--- config.mk ---
export PLATFORM = sky130hd
export DESIGN_NAME = cam_capture_ctrl
export DESIGN_NICKNAME = d
export VERILOG_FILES = /design/src/rtl/cam_capture_ctrl.sv
export SDC_FILE = /design/constraint.sdc
export NUM_CORES = 1
export LEC_CHECK = 0
export BUFFER_PORTS_ARGS = -buffer_cell sky130_fd_sc_hd__buf_2
export CORE_MARGIN = 2
export CORE_UTILIZATION = 40
export CTS_CLUSTER_SIZE = 12
export DETAILED_ROUTE_END_ITERATION = 8
export HOLD_SLACK_MARGIN = 0.12
export PLACE_DENSITY = 0.59
export SLEW_MARGIN = 5
export SYNTH_ARGS = -nofsm -noshare
export SYNTH_HDL_FRONTEND = slang
export SYNTH_SLANG_ARGS = --single-unit
--- constraint.sdc ---
create_clock -name pclk -period 2.5 [get_ports pclk]
set_clock_uncertainty 0.05 [all_clocks]
set_input_delay 0.125 -clock pclk [delete_from_list [all_inputs] [get_ports pclk]]
set_output_delay 0.125 -clock pclk [all_outputs]
set_load 0.01 [all_outputs]
--- src/rtl/cam_capture_ctrl.sv ---
// Frame-level sequencer for the OV7670 capture write path (pclk domain).
// Aligns to a full frame, gates href into the packer and checks line/frame geometry.
module cam_capture_ctrl #(
  parameter int H_PIX   = 160,
  parameter int V_LINES = 120,
  parameter int PW      = 8,
  parameter int LW      = 7,
  parameter int FW      = 8
) (
  input  logic          pclk,
  input  logic          rst,
  input  logic          start,
  input  logic          continuous,
  input  logic          abort,
  input  logic          vsync,
  input  logic          href,
  input  logic          px_wr,
  output logic          cap_en,
  output logic          addr_clr,
  output logic          buf_sel,
  output logic          busy,
  output logic          frame_done,
  output logic          frame_err,
  output logic [LW-1:0] line_cnt,
  output logic [PW-1:0] pix_cnt,
  output logic [FW-1:0] frame_cnt
);

  typedef enum logic [2:0] {IDLE, ARM, SYNC, CAPTURE, DONE} state_t;

  localparam logic [PW-1:0] H_PIX_C   = PW'(H_PIX);
  localparam logic [LW-1:0] V_LINES_C = LW'(V_LINES);

  state_t        state, state_nx;
  logic          vs_d, hr_d;
  logic          vs_rise, vs_fall, hr_fall;
  logic [PW-1:0] pix_line;
  logic          cap_en_nx, addr_clr_nx, buf_sel_nx, busy_nx, frame_done_nx, frame_err_nx;
  logic [LW-1:0] line_cnt_nx;
  logic [PW-1:0] pix_cnt_nx;
  logic [FW-1:0] frame_cnt_nx;

  assign vs_rise = vsync & ~vs_d;
  assign vs_fall = ~vsync & vs_d;
  assign hr_fall = ~href & hr_d;

  // Pixel count of the current line including a px_wr that lands on the hr_fall cycle;
  // saturates so a runaway line cannot alias back onto H_PIX.
  assign pix_line = (px_wr && pix_cnt != '1) ? pix_cnt + PW'(1) : pix_cnt;

  always_comb begin
    // NOTE: every signal gets a default first so no path leaves one unassigned (no latches).
    state_nx      = state;
    cap_en_nx     = cap_en;
    addr_clr_nx   = 1'b0;
    buf_sel_nx    = buf_sel;
    frame_done_nx = 1'b0;
    frame_err_nx  = frame_err;
    line_cnt_nx   = line_cnt;
    pix_cnt_nx    = pix_cnt;
    frame_cnt_nx  = frame_cnt;

    if (abort) begin
      state_nx  = IDLE;
      cap_en_nx = 1'b0;
    end else begin
      unique case (state)
        IDLE: if (start) begin
          state_nx     = ARM;
          frame_err_nx = 1'b0;
          line_cnt_nx  = '0;
          pix_cnt_nx   = '0;
        end
        ARM: if (vs_rise) state_nx = SYNC;
        SYNC: if (vs_fall) begin
          state_nx     = CAPTURE;
          cap_en_nx    = 1'b1;
          addr_clr_nx  = 1'b1;
          frame_err_nx = 1'b0;
          line_cnt_nx  = '0;
          pix_cnt_nx   = '0;
        end
        CAPTURE: begin
          pix_cnt_nx = pix_line;
          if (hr_fall) begin
            line_cnt_nx = line_cnt + LW'(1);
            pix_cnt_nx  = '0;
            if (pix_line != H_PIX_C) frame_err_nx = 1'b1;
          end
          if (hr_fall && line_cnt_nx == V_LINES_C) begin
            state_nx  = DONE;
            cap_en_nx = 1'b0;
          end else if (vs_rise) begin
            state_nx     = DONE;
            cap_en_nx    = 1'b0;
            frame_err_nx = 1'b1;
          end
        end
        DONE: begin
          frame_done_nx = 1'b1;
          if (!frame_err) begin
            frame_cnt_nx = frame_cnt + FW'(1);
            buf_sel_nx   = ~buf_sel;
          end
          state_nx = continuous ? ARM : IDLE;
        end
        default: state_nx = IDLE;
      endcase
    end

    busy_nx = (state_nx != IDLE);
  end

  always_ff @(posedge pclk or posedge rst) begin
    if (rst) begin
      state      <= IDLE;
      vs_d       <= 1'b1;
      hr_d       <= 1'b0;
      cap_en     <= 1'b0;
      addr_clr   <= 1'b0;
      buf_sel    <= 1'b0;
      busy       <= 1'b0;
      frame_done <= 1'b0;
      frame_err  <= 1'b0;
      line_cnt   <= '0;
      pix_cnt    <= '0;
      frame_cnt  <= '0;
    end else begin
      // NOTE: non-blocking assignments so every register samples pre-edge values.
      state      <= state_nx;
      vs_d       <= vsync;
      hr_d       <= href;
      cap_en     <= cap_en_nx;
      addr_clr   <= addr_clr_nx;
      buf_sel    <= buf_sel_nx;
      busy       <= busy_nx;
      frame_done <= frame_done_nx;
      frame_err  <= frame_err_nx;
      line_cnt   <= line_cnt_nx;
      pix_cnt    <= pix_cnt_nx;
      frame_cnt  <= frame_cnt_nx;
    end
  end

endmodule

==> impl_results.md, run 1 <==
- DRT Pass-1 Iters: 4
- Worst Path Arrival: ~2.2 ns
- Finished Layout Cells: 298
- Cells after Synth: between 200 and 250
- Fill count: around 430
- P per Cell Area: 520.2 nW/um^2
- Post-CTS setup buffer count: 0
- Worst-Margin Slew: about 0.56 ns
- Clock Pin Slew Worst Setup and Hold Paths: around 0.070 ns
- DP HPWL: 2970 microns
- Post-DP Area: around 2100 sq um
- Dpl cells: about 290
- Post-synthesis cell area: between 1500 and 2000 sq um
- Status: complete, no violations
- Worst Hold Class: input port to flip-flop
- Vias: 1606
- Min cycle time layout: 2.096 ns
- Initial DRC count: about 100
- Gr ovfl total: 0
- Tcrit/Tclk final: between 80% and 90%
- Startpoint types: flip-flop
- Post-CTS sizing: 0
- Worst EP required: approximately 2.6 ns
- First-pass GRT wire length: about 7000 microns
- Yosys warns: 0
- Async SR Flop Fraction: 100.0%
- Max cap viols: 0
- Final Hold Vio Count: 0
- Synth-to-Final Area Change: 21.21%
- Seq/Total Area, Yosys: between 40% and 50%
- Chip height: a little over 70 microns
- Final instance area: 2238 sq um
- Synth area leader: dfrtp_1
- Peak VDD IR: approximately 260 uV
- Most Crowded Layer GR: met2
- Slew Limit Fails: 0
- Drt drc: 0
- CP peak stage delay: ~0.42 ns
- Mapped Nets: about 210
- Antenna Cells: 0
- Leading post-synthesis cells by cell area: dfrtp_1, o21ai_0, nand2_1
- Largest net degree at the start of global routing: 16
- Met1 global-route usage: about a quarter
- Post-synth EDFFs: 0
- Slew headroom: between 60% and 70%
- CTS tree: built
- CTS buffer count: 5
- Routed vias/inst: around 5.4
- RSZ-0062 raised after global routing: no
- Synth Register Bits: 34
- Die ar.: slightly above 5000 sq um
- Nature of the critical path endpoint: flip-flop
- Leak pwr: about 1.1 nW
- Critical-path cell list: ha_1 -> nand3b_1 -> or3_1 -> a2111oi_2 -> nand2b_1 -> a311oi_1
- Number of global-route vias before repair: 1490
- Ys flop type: dfrtp_1
- Skew-Pair Late Insertion Delay: slightly below 0.3 ns
- Worst setup path class: flip-flop to flip-flop
- CTS max path bufs: 2
- PortBufs: 36
- Avg Synthesized Cell Area: between 9 and 10 sq um
- Peak Freq: between 400 and 500 MHz
- Synth top area share: 44.72%
- Worst slack, placed: just over 0.4 ns
- Total global-route track usage: between 10% and 20%
- Share of layout cells above drive strength 1: about 23%
- Worst Setup Slack, final: slightly above 0.4 ns
- Std cell rows: 24
- Core area: about 4400 sq um
- Final ANT Viol Nets: 0
- CP max FO: 6
- Met3 GRT Util: 4.444%
- # H-tree levels: 2
- Final setup TNS: 0 ns
- GPL Wtd Cong: 0.7766
- Total wire length: 4130 microns
- CTS Sinks: 34
- Endpoints failing setup: 0
- Met2 Track Usage GR: about a quarter
- Power, Total: roughly 1.2 mW
- IO Count: 37
- Initial antenna violation count: 0
- Final #Nets: 256
- Clock root cell: clkbuf_8
- Hold buffers post-CTS: 5
- Netlist cell types: 52
- Drt wl/cell: between 10 and 15 microns
- Die Wd: just over 70 microns
- Initial core utilization: between 40% and 50%
- CP max-delay cell: dfrtp_1
## flip-flops by register name, indices dropped and copies added (netlist names)
signal	cells
hr_d	1
vs_d	1
frame_done	1
pix_cnt	8
frame_err	1
line_cnt	7
cap_en	1
busy	1
addr_clr	1
buf_sel	1
frame_cnt	8
state	3
## per-layer routing
layer / wire [microns] / part of all wire [%] / vias to the layer above
li1: - / - / 819
met1: 2040 / 49 / 750
met2: 1840 / 45 / 29
met3: 166 / 4.0 / 8
met4: 82 / 2.0 / 0
met5: 0 / 0 / -
## final timing paths
| check | end | startpoint | cells after the start | slack [ns] |
|---|---|---|---|---|
| min in group asynchronous | pix_cnt[3] | rst | 3 | 0.36 |
| worst min register to register | buf_sel | buf_sel | 1 | 0.41 |
| worst min-delay path | line_cnt[6] | start | 5 | 0.21 |
| worst max-delay path | state[1] | line_cnt[0] | 6 | 0.40 |
| max in group asynchronous | vs_d | rst | 4 | 1.41 |
| worst max register to register | state[1] | line_cnt[0] | 6 | 0.40 |
## area by class of cell
class	instances	area [sq um]	area share (%)
clock buffers	5	68.82	3.074
clock inverters	3	40.04	1.789
inverters	5	18.77	0.8385
multi-input cells	154	933.4	41.70
flip-flops and latches	34	852.1	38.07
well taps	52	65.06	2.907
repair buffers	45	260.3	11.63
## cells by family after synthesis
logic type      Yosys count  share of synthesized area, %
xor+xnor                 10                         4.742
compound gates           58                         19.85
simple gates             82                         23.31
mux                       1                        0.6097
flops                    34                         46.14
fa+ha+maj                 3                         2.033
buf+inv                  14                         3.319
## stage by stage
step / utilization [%] / hold WS (ns)
after floorplan: - / 0.07948
after global placement: 47.11 / 0.1527
after detailed placement: 47.11 / 0.1508
after CTS: 50.71 / 0.2046
after global routing: 50.71 / 0.2684
final: 50.71 / 0.2078
## synthesized netlist by cell type, drive strengths merged, types with 2 or more instances
cell	instances
a2111oi	2
a21o	3
a21oi	11
a31oi	4
a41oi	2
and3	2
buf	4
clkbuf	5
dfrtp	33
ha	3
inv	5
nand2	22
nand2b	5
nand3	6
nand3b	4
nand4	8
nor2	19
nor2b	3
o211ai	2
o21ai	21
o22ai	2
or2	3
or3	2
xnor2	5
xor2	5
## critical path, delay by kind of cell (launching register included)
kind | cells | cell delay, ns
AO/OA/AOI/OAI | 2 | 0.48
AND/OR/NAND/NOR | 3 | 0.78
flip-flops | 1 | 0.42
adder cells (fa/ha/maj) | 1 | 0.23
## power by group
group	internal [mW]	switching [mW]
sequential	0.559	0.0123
clock	0.293	0.216
combinational	0.0334	0.0500
total	0.886	0.278
## layout by cell type (no fill, tap or decap), types with 6 or more instances in the layout
| cell type | count |
|---|---|
| buf_2 | 36 |
| dfrtp_1 | 33 |
| nand2_1 | 22 |
| o21ai_0 | 19 |
| nor2_1 | 18 |
| a21oi_1 | 11 |
| nand4_1 | 8 |
| nand3_1 | 6 |
Note: power is estimated with default switching activity, not from simulation.
==> run 2: changes to the inputs <==
==> constraint.sdc (replaced) <==
create_clock -name pclk -period 1.95 [get_ports pclk]
set_clock_uncertainty 0.05 [all_clocks]
set_input_delay 0.0975 -clock pclk [delete_from_list [all_inputs] [get_ports pclk]]
set_output_delay 0.0975 -clock pclk [all_outputs]
set_load 0.01 [all_outputs]
==> run 2 against run 1 <==
Compared with the run above: design area up 5.7%; sequential power up 27%; cell count up 3.0%; highest routed layer unchanged; critical path type unchanged.
==> impl_results.md, run 2 (synthesis gave the netlist of run 1 again) <==
- Clock Pin Slew Worst Setup and Hold Paths: 0.08 ns (about the same)
- Final Hold Vio Count: 0 (unchanged)
- # H-tree levels: 2 (unchanged)
- Initial DRC count: 119 (+17%)
- Final instance area: 2366 sq um (+5.7%)
- Final ANT Viol Nets: 0 (unchanged)
- Commonest cells after routing, fill and taps aside: buf_2, dfrtp_1, nand2_1
- Startpoint types: flip-flop
- Peak Freq: 550.1 MHz (+15%)
- Clock root cell: clkbuf_8
- Max cap viols: 0 (unchanged)
- RSZ-0062 raised after global routing: no
- Total wire length: 4282 microns (+3.7%)
- Drt wl/cell: 13.95 microns (+0.64%)
- Comb pwr share: 7.5% (+0.3 points)
- P per Cell Area: 693.1 nW/um^2 (+33%)
- GPL Wtd Cong: 0.8171 (+5.2%)
- Clk pwr share: 48.3% (+4.6 points)
- Endpoints failing setup: 0 (unchanged)
- Number of global-route vias before repair: 1545 (+3.7%)
- Drt drc: 0 (unchanged)
- Initial core utilization: 41.84% (unchanged)
- CP max FO: 4 (-2)
- Sw Share: 22.12% (-1.8 points)
- Final setup TNS: 0 ns (unchanged)
- Cell-internal power: 1.277 mW (+44%)
- Peak VDD IR: 374.7 uV (+43%)
- Final #Nets: 265 (+3.5%)
- Worst Path Arrival: 1.94 ns (-0.26 ns)
- Finished Layout Cells: 307 (+3.0%)
- Post-CTS setup buffer count: 0 (unchanged)
- Initial antenna violation count: 0 (unchanged)
- CTS tree: built
- PortBufs: 36 (unchanged)
- Chip height: 71.95 microns (unchanged)
- Routed vias/inst: 5.472 (+1.5%)
- Tcrit/Tclk final: 93.22% (+9.4 points)
- CTS buffer count: 5 (unchanged)
- IO Count: 37 (unchanged)
- Largest regs: frame_cnt (8), pix_cnt (8), line_cnt (7)
- Worst EP required: 2.07 ns (-0.54 ns)
- Status: complete, no violations
- Skew-Pair Late Insertion Delay: 0.29 ns (about the same)
- DRT Pass-1 Iters: 4 (unchanged)
- P_sw: 0.3627 mW (+30%)
- Min cycle time layout: 1.818 ns (-0.2781 ns)
- Die Wd: 71.95 microns (unchanged)
- Final core occ: 53.60% (+2.9 points)
- Slew Limit Fails: 0 (unchanged)
- Std cell rows: 24 (unchanged)
- Synth-to-Final Area Change: 28.12%
- Worst-Margin Slew: 0.5283 ns (-0.02736 ns)
- Total global-route track usage: 18.04% (+0.85 points)
- CTS max path bufs: 2 (unchanged)
- Largest net degree at the start of global routing: 35 (+19)
- Most common cell after layout, fill and taps aside: buf_2
- CTS Sinks: 34 (unchanged)
- Dpl cells: 294 (+3.2%)
- Nature of the critical path endpoint: flip-flop
- Core area: 4414 sq um (unchanged)
- R2r setup slk: 0.13 ns (-0.27 ns)
- Share of layout cells above drive strength 1: 27.45% (+4.7 points)
- First-pass GRT wire length: 7286 microns (+4.5%)
- Worst Hold Class: input port to flip-flop
- Worst setup path class: flip-flop to flip-flop
- Slew headroom: 63.87% (+1.9 points)
- Post-DP Area: 2158 sq um (+3.8%)
- Gr ovfl total: 0 (unchanged)
- Sequential power share: 44.2% (-4.9 points)
- Leak pwr: 1.169 nW (+5.1%)
- DP HPWL: 3001 microns (+1.0%)
- Antenna Cells: 0 (unchanged)
- Vias: 1680 (+4.6%)
- Die ar.: 5176 sq um (unchanged)
-- run 2: worst max-delay path, stage by stage, from the launching register on --
cell       delay (ns)
dfrtp_2          0.36
ha_2             0.19
nand3b_1         0.14
or3_4            0.37
a2111oi_4        0.30
nand2b_4         0.20
a311oi_1         0.09
-- run 2: final timing paths --
path	startpoint	end	cells after the start
setup / recovery	line_cnt[0]	state[1]	6
hold / removal	start	line_cnt[6]	5
setup reg to reg	line_cnt[0]	state[1]	6
hold reg to reg	state[0]	frame_done	1
max in group asynchronous	rst	line_cnt[0]	4
min in group asynchronous	rst	addr_clr	4
-- run 2: timing repair --
action,in CTS,in global routing
hold buffers,5,0
gates resized for setup,0,3
endpoints found under the hold margin,41,0
setup endpoints to repair,0,7
-- run 2: layout make-up --
| class | count | area, sq um |
|---|---|---|
| multi-input combinational | 154 | 963.4 |
| fill | 416 | 2048 |
| timing repair buffer | 54 | 327.8 |
| clock buffer | 5 | 68.82 |
| tap | 52 | 65.06 |
| sequential | 34 | 853.3 |
| clock inverter | 3 | 68.82 |
| inverter | 5 | 18.77 |
-- run 2: layer usage --
| metal | global-route usage, % | share of wire, % | vias up |
|---|---|---|---|
| met1 | 25.11 | 47 | 796 |
| met2 | 27.16 | 47 | 41 |
| met5 | 0 | 0 | - |
| met3 | 4.167 | 4.5 | 7 |
| met4 | 7.547 | 1.5 | 0 |
| li1 | - | - | 836 |
-- run 2: stage by stage --
stage | total power [mW] | hold WS [ns] | setup slack [ns]
2_1_floorplan | 0.8106 | 0.05198 | 0.04517
3_3_place_gp | 0.8543 | 0.1705 | 0.07316
3_5_place_dp | 0.8547 | 0.1691 | 0.03387
4_1_cts | 1.666 | 0.1788 | 0.03219
5_1_grt | 1.702 | 0.2557 | 0.01585
6_report | 1.640 | 0.1851 | 0.1321
-- run 2: power groups by stage --
stage               Combinational [mW]  Clock, mW  Sequential, mW
CTS                              0.124      0.817           0.724
detailed placement               0.116          0           0.738
floorplan                       0.0688          0           0.742
finish                           0.123      0.792           0.725
global placement                 0.116          0           0.738
global route                     0.139      0.837           0.727
==> run 3: changes to the inputs <==
--- a/config.mk
+++ b/config.mk
@@ -7,11 +7,11 @@
 export LEC_CHECK = 0
 export BUFFER_PORTS_ARGS = -buffer_cell sky130_fd_sc_hd__buf_2
 export CORE_MARGIN = 2
-export CORE_UTILIZATION = 40
+export CORE_UTILIZATION = 26
 export CTS_CLUSTER_SIZE = 12
 export DETAILED_ROUTE_END_ITERATION = 8
 export HOLD_SLACK_MARGIN = 0.12
-export PLACE_DENSITY = 0.59
+export PLACE_DENSITY = 0.42
 export SLEW_MARGIN = 5
 export SYNTH_ARGS = -nofsm -noshare
 export SYNTH_HDL_FRONTEND = slang
==> run 3 against run 2 <==
Compared with the run above: register-to-register slack lost 0.03 ns; clock-buffer cell count is the same; non-clock buffer count grew 3; global-route usage fell by 5.3 points; maximum frequency fell by 1.8%; via count rose by 2.6%; critical path type unchanged.
==> impl_results.md, run 3 (synthesis gave the netlist of run 1 again) <==
- Drt drc: 0 (unchanged)
- Fill count: 732 (+76%)
- GPL Wtd Cong: 0.7577 (-7.3%)
- Number of global-route vias before repair: 1639 (+6.1%)
- Slew headroom: 60.51% (-3.4 points)
- Min cycle time layout: 1.851 ns (+0.03318 ns)
- Synth-to-Final Area Change: 31.91%
- Reg2reg path depth: 6 (unchanged)
- Chip height: 88.28 microns (+23%)
- DP HPWL: 3434 microns (+14%)
- CP max FO: 4 (unchanged)
- Peak Freq: 540.2 MHz (-1.8%)
- Worst setup path class: flip-flop to flip-flop
- Power, Total: 1.528 mW (-6.8%)
- Max cap viols: 0 (unchanged)
- CP max-delay cell: or3_4
- Die ar.: 7793 sq um (+51%)
- Worst slack, placed: 0.06571 ns (+0.03184 ns)
- RSZ-0062 raised after global routing: no
- Final setup TNS: 0 ns (unchanged)
- Final core occ: 35.66% (-18 points)
- Endpoints failing setup: 0 (unchanged)
- Worst EP required: 2.06 ns (about the same)
- Worst hold margin: 0.2168 ns (+0.03169 ns)
- Worst Path Arrival: 1.97 ns (+0.03 ns)
- Slew Limit Fails: 0 (unchanged)
- Clock root cell: clkbuf_8
- Peak VDD IR: 263.1 uV (-30%)
- IO Count: 37 (unchanged)
- CTS tree: built
- PortBufs: 36 (unchanged)
- Critical R2R Launch: line_cnt[1]
- Leak pwr: 1.171 nW (+0.18%)
- R2r setup slk: 0.1 ns (-0.03 ns)
- Nature of the critical path endpoint: flip-flop
- Largest regs: frame_cnt (8), pix_cnt (8), line_cnt (7)
- Antenna Cells: 0 (unchanged)
- Clock Pin Slew Worst Setup and Hold Paths: 0.08 ns (about the same)
- Status: complete, no violations
- Std cell rows: 30 (+25%)
- WP depth: 6 (unchanged)
- Worst Hold Class: input port to flip-flop
- Crit path to: state[1]
- Gr ovfl total: 0 (unchanged)
- CP peak stage delay: 0.39 ns (+0.02 ns)
- Initial DRC count: 78 (-34%)
- RR Endpoint: state[1]
- Die Wd: 88.28 microns (+23%)
- Skew-Pair Late Insertion Delay: 0.29 ns (about the same)
- Most common cell after layout, fill and taps aside: buf_2
- Share of layout cells above drive strength 1: 28.68% (+1.2 points)
- Worst Setup Slack, final: 0.09897 ns (-0.03318 ns)
- Final ANT Viol Nets: 0 (unchanged)
- Largest net degree at the start of global routing: 25 (-29%)
- Delay-heaviest family, CP: simple AND/OR/NAND/NOR gates
- CTS buffer count: 5 (unchanged)
- Initial antenna violation count: 0 (unchanged)
- CP Buf/Inv Count: 0 (unchanged)
- P per Cell Area: 627.4 nW/um^2 (-9.5%)
- Vias: 1723 (+2.6%)
- Startpoint types: flip-flop
- CTS Sinks: 34 (unchanged)
- Final #Nets: 268 (+1.1%)
- Total global-route track usage: 12.77% (-5.3 points)
- Worst-Margin Slew: 0.5775 ns (+0.04920 ns)
- Final Hold Vio Count: 0 (unchanged)
- Critical-path cell list: ha_2 -> nand3b_1 -> or3_4 -> a2111oi_4 -> nand2b_4 -> a311oi_1
- DRT Pass-1 Iters: 4 (unchanged)
- Initial core utilization: 27.03% (-15 points)
- Commonest cells after routing, fill and taps aside: buf_2, dfrtp_1, nand2_1
- # H-tree levels: 2 (unchanged)
- Tcrit/Tclk final: 94.92% (+1.7 points)
- Drt wl/cell: 13.34 microns (-4.3%)
- Core area: 6832 sq um (+55%)
- CTS max path bufs: 2 (unchanged)
- Routed vias/inst: 4.867 (-11%)
- First-pass GRT wire length: 7824 microns (+7.4%)
- Total wire length: 4724 microns (+10%)
- CP startpoint: line_cnt[1]
==> run 3: area by class of cell <==
| type | count | area, sq um | share of cell area [%] |
|---|---|---|---|
| multi-input cells | 154 | 967.2 | 39.70 |
| well taps | 96 | 120.1 | 4.931 |
| clock inverters | 3 | 45.04 | 1.849 |
| inverters | 5 | 18.77 | 0.7704 |
| flip-flops and latches | 34 | 853.3 | 35.03 |
| repair buffers | 57 | 362.8 | 14.89 |
| clock buffers | 5 | 68.82 | 2.825 |
==> run 3: power by group <==
part           total, mW  switching [mW]  leakage (nW)  internal, mW
combinational      0.127          0.0769         0.656        0.0505
sequential         0.725         0.00762         0.465         0.717
clock              0.676           0.296        0.0504         0.381
total               1.53           0.380          1.17          1.15
==> run 3: metrics by stage <==
stage / area (sq um) / std cells
2_1_floorplan: 1858 / 202
3_3_place_gp: 2248 / 341
3_5_place_dp: 2248 / 341
4_1_cts: 2412 / 354
5_1_grt: 2436 / 354
6_report: 2436 / 354
==> run 3: worst reg2reg max path, stage by stage, from the launching register on <==
cell and delay (ns):
dfrtp_1 0.37, ha_2 0.21, nand3b_1 0.10, or3_4 0.39
a2111oi_4 0.31, nand2b_4 0.20, a311oi_1 0.09
==> run 3: worst min path at each step <==
| stage | startpoint | endpoint | slack (ns) | depth (start not counted) |
|---|---|---|---|---|
| final | start | line_cnt[6] | 0.22 | 5 |
| after CTS | start | line_cnt[6] | 0.20 | 5 |
| after detailed placement | rst | frame_cnt[7] | 0.09 | 2 |
| after floorplan | vsync | vs_d | 0.05 | 0 |
| after global placement | rst | frame_cnt[7] | 0.09 | 2 |
| after global routing | start | pix_cnt[5] | 0.25 | 4 |
==> run 3: layer usage <==
metal	wire (microns)	up-vias	global-route usage, %
met5	0	-	0
met2	2111	50	19.89
met3	254	4	3.358
li1	-	844	-
met4	49	0	4.270
met1	2309	825	17.30
==> run 3: repair_timing <==
| action | in CTS | in global routing |
|---|---|---|
| endpoints found under the hold margin | 18 | 0 |
| setup endpoints to repair | 0 | 7 |
| gates resized for setup | 0 | 5 |
| hold buffers | 5 | 0 |
| buffers inserted | 0 | 0 |
